File: src/rtl/link_train_pkg.sv
// Shared types and default timing parameters for the link training controller.
package link_train_pkg;

    localparam int unsigned LBT_CYCLES_DEF = 8;
    localparam int unsigned HS_TIMEOUT_DEF = 16;
    localparam int unsigned MAX_RETRY_DEF  = 3;

    typedef enum logic [2:0] {
        ST_IDLE = 3'd0,
        ST_LBT  = 3'd1,
        ST_HS_0 = 3'd2,
        ST_HS_1 = 3'd3,
        ST_UP   = 3'd4,
        ST_FAIL = 3'd5
    } state_t;

endpackage

File: src/rtl/link_train_timer.sv
// Clearable up-counter with terminal-count compare; shared by the quiet-line
// count and the handshake timeout.
module link_train_timer #(
    parameter int unsigned W = 5
) (
    input  logic         clk,
    input  logic         rst,
    input  logic         clr,
    input  logic         inc,
    input  logic [W-1:0] tc,
    output logic         done
);

    logic [W-1:0] count;

    always_ff @(posedge clk) begin
        if (rst || clr) begin
            count <= '0;
        end else if (inc) begin
            count <= count + W'(1);
        end
    end

    assign done = (count == tc);

endmodule

File: src/rtl/link_train_ctrl.sv
// Link training controller: listen-before-talk, two-phase handshake with
// retries, then UP or FAIL. All outputs are registered Moore decodes.
module link_train_ctrl
    import link_train_pkg::*;
#(
    parameter int unsigned LBT_CYCLES = LBT_CYCLES_DEF,
    parameter int unsigned HS_TIMEOUT = HS_TIMEOUT_DEF,
    parameter int unsigned MAX_RETRY  = MAX_RETRY_DEF
) (
    input  logic       clk,
    input  logic       rst,
    input  logic       start,
    input  logic       abort,
    input  logic       line_busy,
    input  logic       hs_ack,
    input  logic       hs_nack,
    output logic       tx_hs0,
    output logic       tx_hs1,
    output logic       link_up,
    output logic       fail,
    output logic [2:0] state,
    output logic [3:0] retry_cnt
);

    localparam int unsigned TC_MAX = (LBT_CYCLES > HS_TIMEOUT) ? LBT_CYCLES : HS_TIMEOUT;
    localparam int unsigned TW     = $clog2(TC_MAX + 1);
    localparam logic [TW-1:0] TC_LBT    = TW'(LBT_CYCLES);
    localparam logic [TW-1:0] TC_HS     = TW'(HS_TIMEOUT - 1);
    localparam logic [3:0]    RETRY_MAX = 4'(MAX_RETRY);

    state_t     cur;
    state_t     nxt;
    logic [3:0] retry_q;
    logic [3:0] retry_nxt;
    logic       t_inc;
    logic       t_clr;
    logic       t_done;
    logic [TW-1:0] t_tc;

    link_train_timer #(.W(TW)) u_timer (
        .clk  (clk),
        .rst  (rst),
        .clr  (t_clr),
        .inc  (t_inc),
        .tc   (t_tc),
        .done (t_done)
    );

    // The timer only advances on explicit increment; every other cycle clears
    // it, so each entry into LBT or a handshake phase starts from zero.
    always_comb begin
        nxt       = cur;
        retry_nxt = retry_q;
        t_inc     = 1'b0;
        t_tc      = (cur == ST_LBT) ? TC_LBT : TC_HS;
        if (abort) begin
            nxt = ST_IDLE;
        end else begin
            case (cur)
                ST_IDLE, ST_FAIL: begin
                    if (start) begin
                        nxt       = ST_LBT;
                        retry_nxt = '0;
                    end
                end
                ST_LBT: begin
                    if (t_done) begin
                        nxt = ST_HS_0;
                    end else if (!line_busy) begin
                        t_inc = 1'b1;
                    end
                end
                ST_HS_0, ST_HS_1: begin
                    if (hs_nack || (!hs_ack && t_done)) begin
                        if (retry_q == RETRY_MAX) begin
                            nxt = ST_FAIL;
                        end else begin
                            nxt = ST_LBT;
                            if (retry_q != '1) begin
                                retry_nxt = retry_q + 4'd1;
                            end
                        end
                    end else if (hs_ack) begin
                        nxt = (cur == ST_HS_0) ? ST_HS_1 : ST_UP;
                    end else begin
                        t_inc = 1'b1;
                    end
                end
                ST_UP: begin
                end
                default: nxt = ST_IDLE;
            endcase
        end
        t_clr = !t_inc;
    end

    always_ff @(posedge clk) begin
        if (rst) begin
            cur     <= ST_IDLE;
            retry_q <= '0;
            tx_hs0  <= 1'b0;
            tx_hs1  <= 1'b0;
            link_up <= 1'b0;
            fail    <= 1'b0;
        end else begin
            cur     <= nxt;
            retry_q <= retry_nxt;
            tx_hs0  <= (nxt == ST_HS_0);
            tx_hs1  <= (nxt == ST_HS_1);
            link_up <= (nxt == ST_UP);
            fail    <= (nxt == ST_FAIL);
        end
    end

    assign state     = cur;
    assign retry_cnt = retry_q;

endmodule
File: config.mk
export PLATFORM = sky130hd
export DESIGN_NAME = link_train_ctrl
export DESIGN_NICKNAME = d
export VERILOG_FILES = /design/src/rtl/link_train_pkg.sv /design/src/rtl/link_train_timer.sv /design/src/rtl/link_train_ctrl.sv
export SDC_FILE = /design/constraint.sdc
export NUM_CORES = 1
export LEC_CHECK = 0
export CAP_MARGIN = 30
export CELL_PAD_IN_SITES_DETAIL_PLACEMENT = 1
export CELL_PAD_IN_SITES_GLOBAL_PLACEMENT = 1
export CORE_MARGIN = 1.5
export CORE_UTILIZATION = 32
export CTS_CLUSTER_DIAMETER = 50
export DETAILED_ROUTE_END_ITERATION = 7
export PLACE_DENSITY = 0.69
export SLEW_MARGIN = 0
export SYNTH_ARGS = -nofsm -noshare
export SYNTH_HDL_FRONTEND = slang
export SYNTH_HIERARCHICAL = 1
export SYNTH_SLANG_ARGS = --single-unit
File: constraint.sdc
create_clock -name clk -period 3.55 [get_ports clk]
set_input_delay 0.355 -clock clk [delete_from_list [all_inputs] [get_ports clk]]
set_output_delay 0.355 -clock clk [all_outputs]
set_load 0.01 [all_outputs]
==> results of run 1 <==
[worst paths after layout]
kind	startpoint	to	cells past startpoint
max reg2reg	state[1]	retry_cnt[2]	10
min	u_timer/count[4]	u_timer/count[4]	2
min reg2reg	u_timer/count[4]	u_timer/count[4]	2
max	state[1]	retry_cnt[2]	10
[Yosys cell counts, drive strengths merged (2+ instances only)]
cell and instances:
a211oi 2, a21oi 5, a31o 3, buf 2, conb 2, dfxtp 16, ha 2, inv 7
nand2 5, nand2b 5, nand3 4, nand4 2, nor2 10, nor2b 2, nor3 10, nor4 2
o22ai 2, xnor2 5, xor2 5
[through the flow]
step | setup WS (ps) | utilization, %
3_3_place_gp | 710.5 | 41.18
4_1_cts | 506.5 | 42.52
6_report | 507.1 | 42.52
5_1_grt | 200.3 | 42.52
2_1_floorplan | 871.6 | -
3_5_place_dp | 509.4 | 41.18
[power by group through the flow]
stage	sequential, mW	combinational (mW)	clock (mW)
global route	0.181	0.0372	0.135
detailed placement	0.185	0.0337	0
floorplan	0.185	0.0171	0
global placement	0.185	0.0334	0
CTS	0.181	0.0339	0.131
finish	0.181	0.0342	0.124
[registers in the layout (all words and copies together), names as in the netlist]
register       flops
fail               1
link_up            1
retry_cnt          4
state              3
tx_hs0             1
tx_hs1             1
u_timer/count      5
[cell families (layout without fill, tap and decap cells)]
logic type	after synthesis	count (layout)	synth area share, %
and+or+nand+nor	46	46	27.05
AOI/OAI and AO/OA	20	20	19.00
DFF	16	16	35.51
xor gates and xnor gates	10	10	9.708
buffers and inverters	9	30	4.022
adders and majority gates	2	2	2.773
other	2	2	0.8325
muxes	1	1	1.110
[final cells by class]
cell class                 count  share of cell area (%)
sequential                    16                   27.80
multi-input combinational     81                   47.34
timing repair buffer          19                   16.07
clock buffer                   4                   3.149
inverter                       7                   2.280
tap                           31                   3.366
[layer usage]
metal	up-vias	global-route usage [%]	wire length, um
met3	6	2.326	57
met1	384	23.67	1192
met5	-	0	0
li1	421	-	-
met2	12	22.86	1035
met4	0	11.90	84
[critical path, cell delays in order (launching register included)]
cell	delay, ps
sky130_fd_sc_hd__dfxtp_1	550
sky130_fd_sc_hd__nand2b_1	280
sky130_fd_sc_hd__nand2b_1	250
sky130_fd_sc_hd__xnor2_1	160
sky130_fd_sc_hd__nand3_1	100
sky130_fd_sc_hd__nor3_1	500
sky130_fd_sc_hd__and2b_1	220
sky130_fd_sc_hd__nor3_2	60
sky130_fd_sc_hd__a311oi_4	430
sky130_fd_sc_hd__o211ai_1	160
sky130_fd_sc_hd__a31o_1	230
==> impl_metrics.prom, run 1 <==
# TYPE chip_impl_metric gauge
chip_impl_metric{name="initial_antenna_violation_count",unit=""} 0
chip_impl_metric{name="p_clk_share",unit="%"} 36.5
chip_impl_info{name="clockRootBuffer",value="sky130_fd_sc_hd__clkbuf_4"} 1
chip_impl_metric{name="number_of_levels_the_h_tree_was_split_into",unit=""} 1
chip_impl_metric{name="design.final.nets",unit=""} 137
chip_impl_metric{name="cts_resized",unit=""} 0
chip_impl_metric{name="post_drt_wl_per_cell",unit="um"} 15.00
chip_impl_metric{name="fmax",unit="MHz"} 328.6
chip_impl_metric{name="grt_pass1_wl",unit="um"} 4077
chip_impl_metric{name="reg2reg_slack",unit="ps"} 510
chip_impl_metric{name="finalMaxSlewViolations",unit=""} 0
chip_impl_metric{name="finalNonFillerCells",unit=""} 158
chip_impl_metric{name="place_area",unit="mm^2"} 0.001116
chip_impl_metric{name="post-route-drc-count",unit=""} 0
chip_impl_metric{name="floorplan.core_area",unit="mm^2"} 0.002710
chip_impl_metric{name="post_synth.cell_area_avg",unit="um^2"} 8.511
chip_impl_metric{name="num_cts_buffers",unit=""} 3
chip_impl_metric{name="p_seq_share",unit="%"} 53.4
chip_impl_metric{name="pin_count_of_the_biggest_net_entering_global_routing",unit=""} 13
chip_impl_metric{name="worstMarginPinSlew",unit="ps"} 583.6
chip_impl_metric{name="post-dp-hpwl",unit="um"} 1777
chip_impl_metric{name="max_cap_viol_count",unit=""} 0
chip_impl_metric{name="synthArstFlopShare",unit="%"} 0
chip_impl_metric{name="rows",unit=""} 19
chip_impl_info{name="synth_top_cells_by_area",value="sky130_fd_sc_hd__dfxtp_1 36%, sky130_fd_sc_hd__nor3_1 5.0%, sky130_fd_sc_hd__xnor2_1 4.9%"} 1
chip_impl_metric{name="grt_pass1_vias",unit=""} 885
chip_impl_metric{name="synth_enable_flop_cells",unit=""} 0
chip_impl_metric{name="synthesis.yosys.warnings",unit=""} 6
chip_impl_metric{name="switching_power",unit="mW"} 0.08119
chip_impl_info{name="critPathCaptureType",value="flop"} 1
chip_impl_metric{name="arrival",unit="ps"} 3240
chip_impl_metric{name="synthesis.nets",unit=""} 115
chip_impl_metric{name="drt-vias-per-instance",unit=""} 5.209
chip_impl_metric{name="filler_cell_count",unit=""} 341
chip_impl_info{name="result_of_the_run",value="complete, no violations"} 1
chip_impl_metric{name="clk_latency",unit="ps"} 290
chip_impl_metric{name="number_of_buffers_inserted_by_post_cts_setup_repair",unit=""} 0
chip_impl_metric{name="dr_total_vias",unit=""} 823
chip_impl_metric{name="routabilityCongestion",unit=""} 0.8063
chip_impl_metric{name="finalClockSkew",unit="ps"} 2.511
chip_impl_metric{name="clockBufferDepth",unit=""} 2
chip_impl_info{name="critPathKind",value="flop to flop"} 1
chip_impl_metric{name="die_h",unit="um"} 56.10
chip_impl_info{name="synth_top_flop_cell",value="sky130_fd_sc_hd__dfxtp_1"} 1
chip_impl_metric{name="post-place-cells",unit=""} 154
chip_impl_metric{name="multi_input_comb_area",unit="um^2"} 545.5
chip_impl_metric{name="syn-cell-area",unit="um^2"} 902.1
chip_impl_metric{name="final_antenna_net_count",unit=""} 0
chip_impl_metric{name="drt-pass1-iter-count",unit=""} 4
chip_impl_metric{name="finalCriticalPeriod",unit="ps"} 3043
chip_impl_metric{name="dieWidth",unit="um"} 56.10
chip_impl_metric{name="synthCells",unit=""} 106
chip_impl_metric{name="synth_cell_type_count",unit=""} 38
chip_impl_info{name="commonest_cells_after_routing_fill_and_taps_aside",value="17 x sky130_fd_sc_hd__clkdlybuf4s50_1, 16 x sky130_fd_sc_hd__dfxtp_1, 10 x sky130_fd_sc_hd__nor2_1"} 1
chip_impl_metric{name="clk_pin_slew_worst_paths",unit="ps"} 100
chip_impl_metric{name="final_cell_area",unit="mm^2"} 0.001152
chip_impl_info{name="grt_setup_unrepaired",value="false"} 1
chip_impl_metric{name="first_iter_violations",unit=""} 7
chip_impl_metric{name="critical_path_required",unit="ps"} 3750
chip_impl_metric{name="ios",unit=""} 18
chip_impl_info{name="startpoint_type",value="flop"} 1
chip_impl_metric{name="drive_above_1_share",unit="%"} 8.661
chip_impl_metric{name="final.period_utilization",unit="%"} 85.72
chip_impl_metric{name="proportion_of_power_drawn_by_combinational_gates",unit="%"} 10.1
chip_impl_info{name="cts_tree",value="done"} 1
chip_impl_info{name="min_path_type",value="flop to flop"} 1
chip_impl_metric{name="grt_overflow",unit=""} 0
chip_impl_metric{name="yosys.area.top_type_share",unit="%"} 35.51
chip_impl_metric{name="power.internal",unit="mW"} 0.2578
chip_impl_metric{name="yosysSeqAreaShare",unit="%"} 35.51
chip_impl_metric{name="initial_utilization",unit="%"} 33.29
chip_impl_metric{name="overall_power_of_the_completed_layout",unit="mW"} 0.3390
chip_impl_metric{name="die-area",unit="mm^2"} 0.003147
chip_impl_info{name="layout_commonest_cell",value="sky130_fd_sc_hd__clkdlybuf4s50_1"} 1
chip_impl_metric{name="relSlewSlack",unit="%"} 60.48
chip_impl_metric{name="finalHoldWorstSlack",unit="ps"} 591.3
chip_impl_metric{name="critPathMaxFanout",unit=""} 12
chip_impl_metric{name="max-vdd-ir-drop",unit="mV"} 0.1496
chip_impl_metric{name="area.sequential",unit="um^2"} 320.3
chip_impl_metric{name="hold_violations",unit=""} 0
chip_impl_metric{name="tritoncts_num_sinks",unit=""} 16
chip_impl_metric{name="static-leakage-power",unit="nW"} 0.4215
chip_impl_metric{name="antenna_cells",unit=""} 0
chip_impl_metric{name="hold_buffers",unit=""} 0
chip_impl_metric{name="switching_share",unit="%"} 23.95
chip_impl_metric{name="power.density_cell_area",unit="mW/mm^2"} 294.2
chip_impl_metric{name="tns",unit="ps"} 0
chip_impl_info{name="synth.largest_area_cell",value="sky130_fd_sc_hd__dfxtp_1"} 1
chip_impl_metric{name="globalRouteTotalUtil",unit="%"} 16.70
chip_impl_metric{name="portBuffers",unit=""} 17
chip_impl_metric{name="route.final.wire_length",unit="um"} 2370
chip_impl_metric{name="setup_viol",unit=""} 0
chip_impl_metric{name="layout-area-overhead-vs-synth",unit="%"} 27.74
chip_impl_metric{name="count_of_state_elements_after_synthesis",unit=""} 16
(Power assumes the default switching activity.)
==> run 2: changes to the inputs <==
--- a/config.mk
+++ b/config.mk
@@ -9,10 +9,10 @@
 export CELL_PAD_IN_SITES_DETAIL_PLACEMENT = 1
 export CELL_PAD_IN_SITES_GLOBAL_PLACEMENT = 1
 export CORE_MARGIN = 1.5
-export CORE_UTILIZATION = 32
+export CORE_UTILIZATION = 37
 export CTS_CLUSTER_DIAMETER = 50
 export DETAILED_ROUTE_END_ITERATION = 7
-export PLACE_DENSITY = 0.69
+export PLACE_DENSITY = 0.77
 export SLEW_MARGIN = 0
 export SYNTH_ARGS = -nofsm -noshare
 export SYNTH_HDL_FRONTEND = slang
==> run 2 against run 1 <==
Die area down 13%. Final area is 0.98% lower. Highest routed layer unchanged. Sequential cell count unchanged. Largest cell class unchanged. Power grew 0.89%. Global-route usage rose by 2.8 points. Via count grew 0.49%. Setup slack lost 32 ps. Non-clock buffer count fell by 1. Fmax down 1.0%. Critical path depth unchanged. Combinational power shrank 1%. Register-to-register slack worse by 30 ps.
==> impl_metrics.prom, run 2 (same netlist as run 1, synthesis figures left out) <==
# TYPE chip_impl_metric gauge
chip_impl_metric{name="critPathMaxStageDelay",unit="ps"} 550
chip_impl_metric{name="design.final.nets",unit=""} 136
chip_impl_metric{name="final_cell_area",unit="mm^2"} 0.001141
chip_impl_metric{name="largest_reg_flops",unit=""} 5
chip_impl_metric{name="relSlewSlack",unit="%"} 60.86
chip_impl_metric{name="drt-pass1-iter-count",unit=""} 4
chip_impl_metric{name="number_of_levels_the_h_tree_was_split_into",unit=""} 1
chip_impl_metric{name="cts_resized",unit=""} 0
chip_impl_info{name="top_register",value="u_timer/count"} 1
chip_impl_metric{name="first_iter_violations",unit=""} 8
chip_impl_metric{name="finalCriticalPeriod",unit="ps"} 3075
chip_impl_metric{name="die-area",unit="mm^2"} 0.002743
chip_impl_metric{name="hold_buffers",unit=""} 0
chip_impl_info{name="critPathKind",value="flop to flop"} 1
chip_impl_metric{name="max_cap_viol_count",unit=""} 0
chip_impl_info{name="critical_path.top_delay_family",value="simple AND/OR/NAND/NOR gates"} 1
chip_impl_metric{name="place_area",unit="mm^2"} 0.001105
chip_impl_metric{name="max-vdd-ir-drop",unit="mV"} 0.1452
chip_impl_info{name="result_of_the_run",value="complete, no violations"} 1
chip_impl_metric{name="arrival",unit="ps"} 3270
chip_impl_metric{name="final_antenna_net_count",unit=""} 0
chip_impl_metric{name="number_of_buffers_inserted_by_post_cts_setup_repair",unit=""} 0
chip_impl_metric{name="setup_viol",unit=""} 0
chip_impl_metric{name="num_cts_buffers",unit=""} 3
chip_impl_metric{name="dieWidth",unit="um"} 52.38
chip_impl_info{name="grt_setup_unrepaired",value="false"} 1
chip_impl_info{name="critical_path.slowest_cell",value="sky130_fd_sc_hd__dfxtp_1"} 1
chip_impl_metric{name="power.density_cell_area",unit="mW/mm^2"} 299.7
chip_impl_metric{name="clk_pin_slew_worst_paths",unit="ps"} 100
chip_impl_metric{name="antenna_cells",unit=""} 0
chip_impl_info{name="cts_tree",value="done"} 1
chip_impl_info{name="crit-reg2reg-launch",value="state[1]"} 1
chip_impl_metric{name="static-leakage-power",unit="nW"} 0.4161
chip_impl_metric{name="layout-area-overhead-vs-synth",unit="%"} 26.49
chip_impl_info{name="min_path_type",value="flop to flop"} 1
chip_impl_info{name="holdPathEnd",value="u_timer/count[4]"} 1
chip_impl_metric{name="pin_count_of_the_biggest_net_entering_global_routing",unit=""} 13
chip_impl_metric{name="overall_power_of_the_completed_layout",unit="mW"} 0.3420
chip_impl_metric{name="finalNonFillerCells",unit=""} 154
chip_impl_metric{name="drive_above_1_share",unit="%"} 7.937
chip_impl_metric{name="min_delay_path_depth",unit=""} 2
chip_impl_metric{name="worstMarginPinSlew",unit="ps"} 582.6
chip_impl_info{name="clockRootBuffer",value="sky130_fd_sc_hd__clkbuf_4"} 1
chip_impl_metric{name="route.final.wire_length",unit="um"} 2359
chip_impl_metric{name="post-route-drc-count",unit=""} 0
chip_impl_metric{name="clk_latency",unit="ps"} 290
chip_impl_metric{name="routabilityCongestion",unit=""} 0.8291
chip_impl_metric{name="die_h",unit="um"} 52.38
chip_impl_metric{name="drt-vias-per-instance",unit=""} 5.370
chip_impl_metric{name="rows",unit=""} 17
chip_impl_metric{name="initial_antenna_violation_count",unit=""} 0
chip_impl_metric{name="grt_pass1_wl",unit="um"} 3946
chip_impl_metric{name="tns",unit="ps"} 0
chip_impl_metric{name="grt_pass1_vias",unit=""} 859
chip_impl_metric{name="portBuffers",unit=""} 17
chip_impl_info{name="min-delay-start",value="u_timer/count[4]"} 1
chip_impl_metric{name="reg2reg_slack",unit="ps"} 470
chip_impl_info{name="cells_along_the_critical_path",value="nand2b_1 -> nand2b_1 -> xnor2_1 -> nand3_1 -> nor3_1 -> and2b_1 -> nor3_2 -> a311oi_4 -> o211ai_1 -> a31o_1"} 1
chip_impl_metric{name="fmax",unit="MHz"} 325.2
chip_impl_metric{name="ios",unit=""} 18
chip_impl_info{name="startpoint_of_the_worst_setup_timing_path",value="state[1]"} 1
chip_impl_metric{name="hold_violations",unit=""} 0
chip_impl_info{name="worst_reg2reg_path_endpoint",value="retry_cnt[2]"} 1
chip_impl_metric{name="filler_cell_count",unit=""} 284
chip_impl_metric{name="cell_count_of_the_worst_reg_to_reg_path",unit=""} 10
chip_impl_metric{name="critical_path.n_buffers_inverters",unit=""} 0
chip_impl_metric{name="finalClockSkew",unit="ps"} 1.895
chip_impl_metric{name="critical_path_required",unit="ps"} 3740
chip_impl_metric{name="post-dp-hpwl",unit="um"} 1790
chip_impl_info{name="critPathCaptureType",value="flop"} 1
chip_impl_metric{name="dr_total_vias",unit=""} 827
chip_impl_metric{name="post-place-cells",unit=""} 150
chip_impl_metric{name="clockBufferDepth",unit=""} 2
chip_impl_info{name="cp_common_cell",value="sky130_fd_sc_hd__nand2b_1"} 1
chip_impl_metric{name="final.period_utilization",unit="%"} 86.63
chip_impl_metric{name="critPathMaxFanout",unit=""} 12
chip_impl_metric{name="tritoncts_num_sinks",unit=""} 16
chip_impl_info{name="commonest_cells_after_routing_fill_and_taps_aside",value="17 x sky130_fd_sc_hd__clkdlybuf4s50_1, 16 x sky130_fd_sc_hd__dfxtp_1, 10 x sky130_fd_sc_hd__nor2_1"} 1
chip_impl_metric{name="floorplan.core_area",unit="mm^2"} 0.002255
chip_impl_metric{name="initial_utilization",unit="%"} 40.01
chip_impl_info{name="startpoint_type",value="flop"} 1
chip_impl_info{name="layout_commonest_cell",value="sky130_fd_sc_hd__clkdlybuf4s50_1"} 1
chip_impl_metric{name="post_drt_wl_per_cell",unit="um"} 15.32
chip_impl_metric{name="finalCoreUtilization",unit="%"} 50.61
chip_impl_metric{name="finalMaxSlewViolations",unit=""} 0
chip_impl_metric{name="grt_overflow",unit=""} 0
chip_impl_metric{name="globalRouteTotalUtil",unit="%"} 19.45
run 2: area by class of cell:
class / instances / area (um^2) / share of cell area [%]
multi-input cells: 81 / 545.5 / 47.81
flip-flops and latches: 16 / 320.3 / 28.07
repair buffers: 18 / 177.7 / 15.57
clock buffers: 4 / 36.28 / 3.180
well taps: 28 / 35.03 / 3.070
inverters: 7 / 26.28 / 2.303
run 2: where the power goes:
group	switching (mW)	leakage (nW)	internal (mW)
combinational	0.0185	0.266	0.0153
sequential	0.00116	0.129	0.180
clock	0.0645	0.0210	0.0625
total	0.0842	0.416	0.258
run 2: how the worst max path moves through the flow:
stage                   end  slack [ps]  cells past startpoint
3_5_place_dp   retry_cnt[2]         510                     10
4_1_cts        retry_cnt[2]         490                     10
2_1_floorplan  retry_cnt[2]         870                     11
5_1_grt        retry_cnt[2]         170                     10
3_3_place_gp   retry_cnt[2]         710                     10
6_report       retry_cnt[2]         470                     10
run 2: per-stage QoR:
stage / worst slack [ps] / hold WS [ps]
6_report: 474.8 / 585.5
3_5_place_dp: 507.6 / 574.3
4_1_cts: 493.0 / 588.7
3_3_place_gp: 714.8 / 558.6
2_1_floorplan: 871.6 / 431.6
5_1_grt: 165.2 / 613.0
run 2: worst reg2reg max path, cell delays in order, from the launching register on:
cell and delay [ps]:
sky130_fd_sc_hd__dfxtp_1 550, sky130_fd_sc_hd__nand2b_1 270, sky130_fd_sc_hd__nand2b_1 260, sky130_fd_sc_hd__xnor2_1 160
sky130_fd_sc_hd__nand3_1 90, sky130_fd_sc_hd__nor3_1 510, sky130_fd_sc_hd__and2b_1 220, sky130_fd_sc_hd__nor3_2 60
sky130_fd_sc_hd__a311oi_4 440, sky130_fd_sc_hd__o211ai_1 160, sky130_fd_sc_hd__a31o_1 250
run 2: metal layers:
layer	global-route usage, %	vias to the layer above	wire, um	part of all wire, %
met5	0	-	0	0
met4	6.410	0	25	1.1
met3	3.429	5	60	2.5
met2	30.83	13	1101	47
met1	26.55	389	1172	50
li1	-	420	-	-
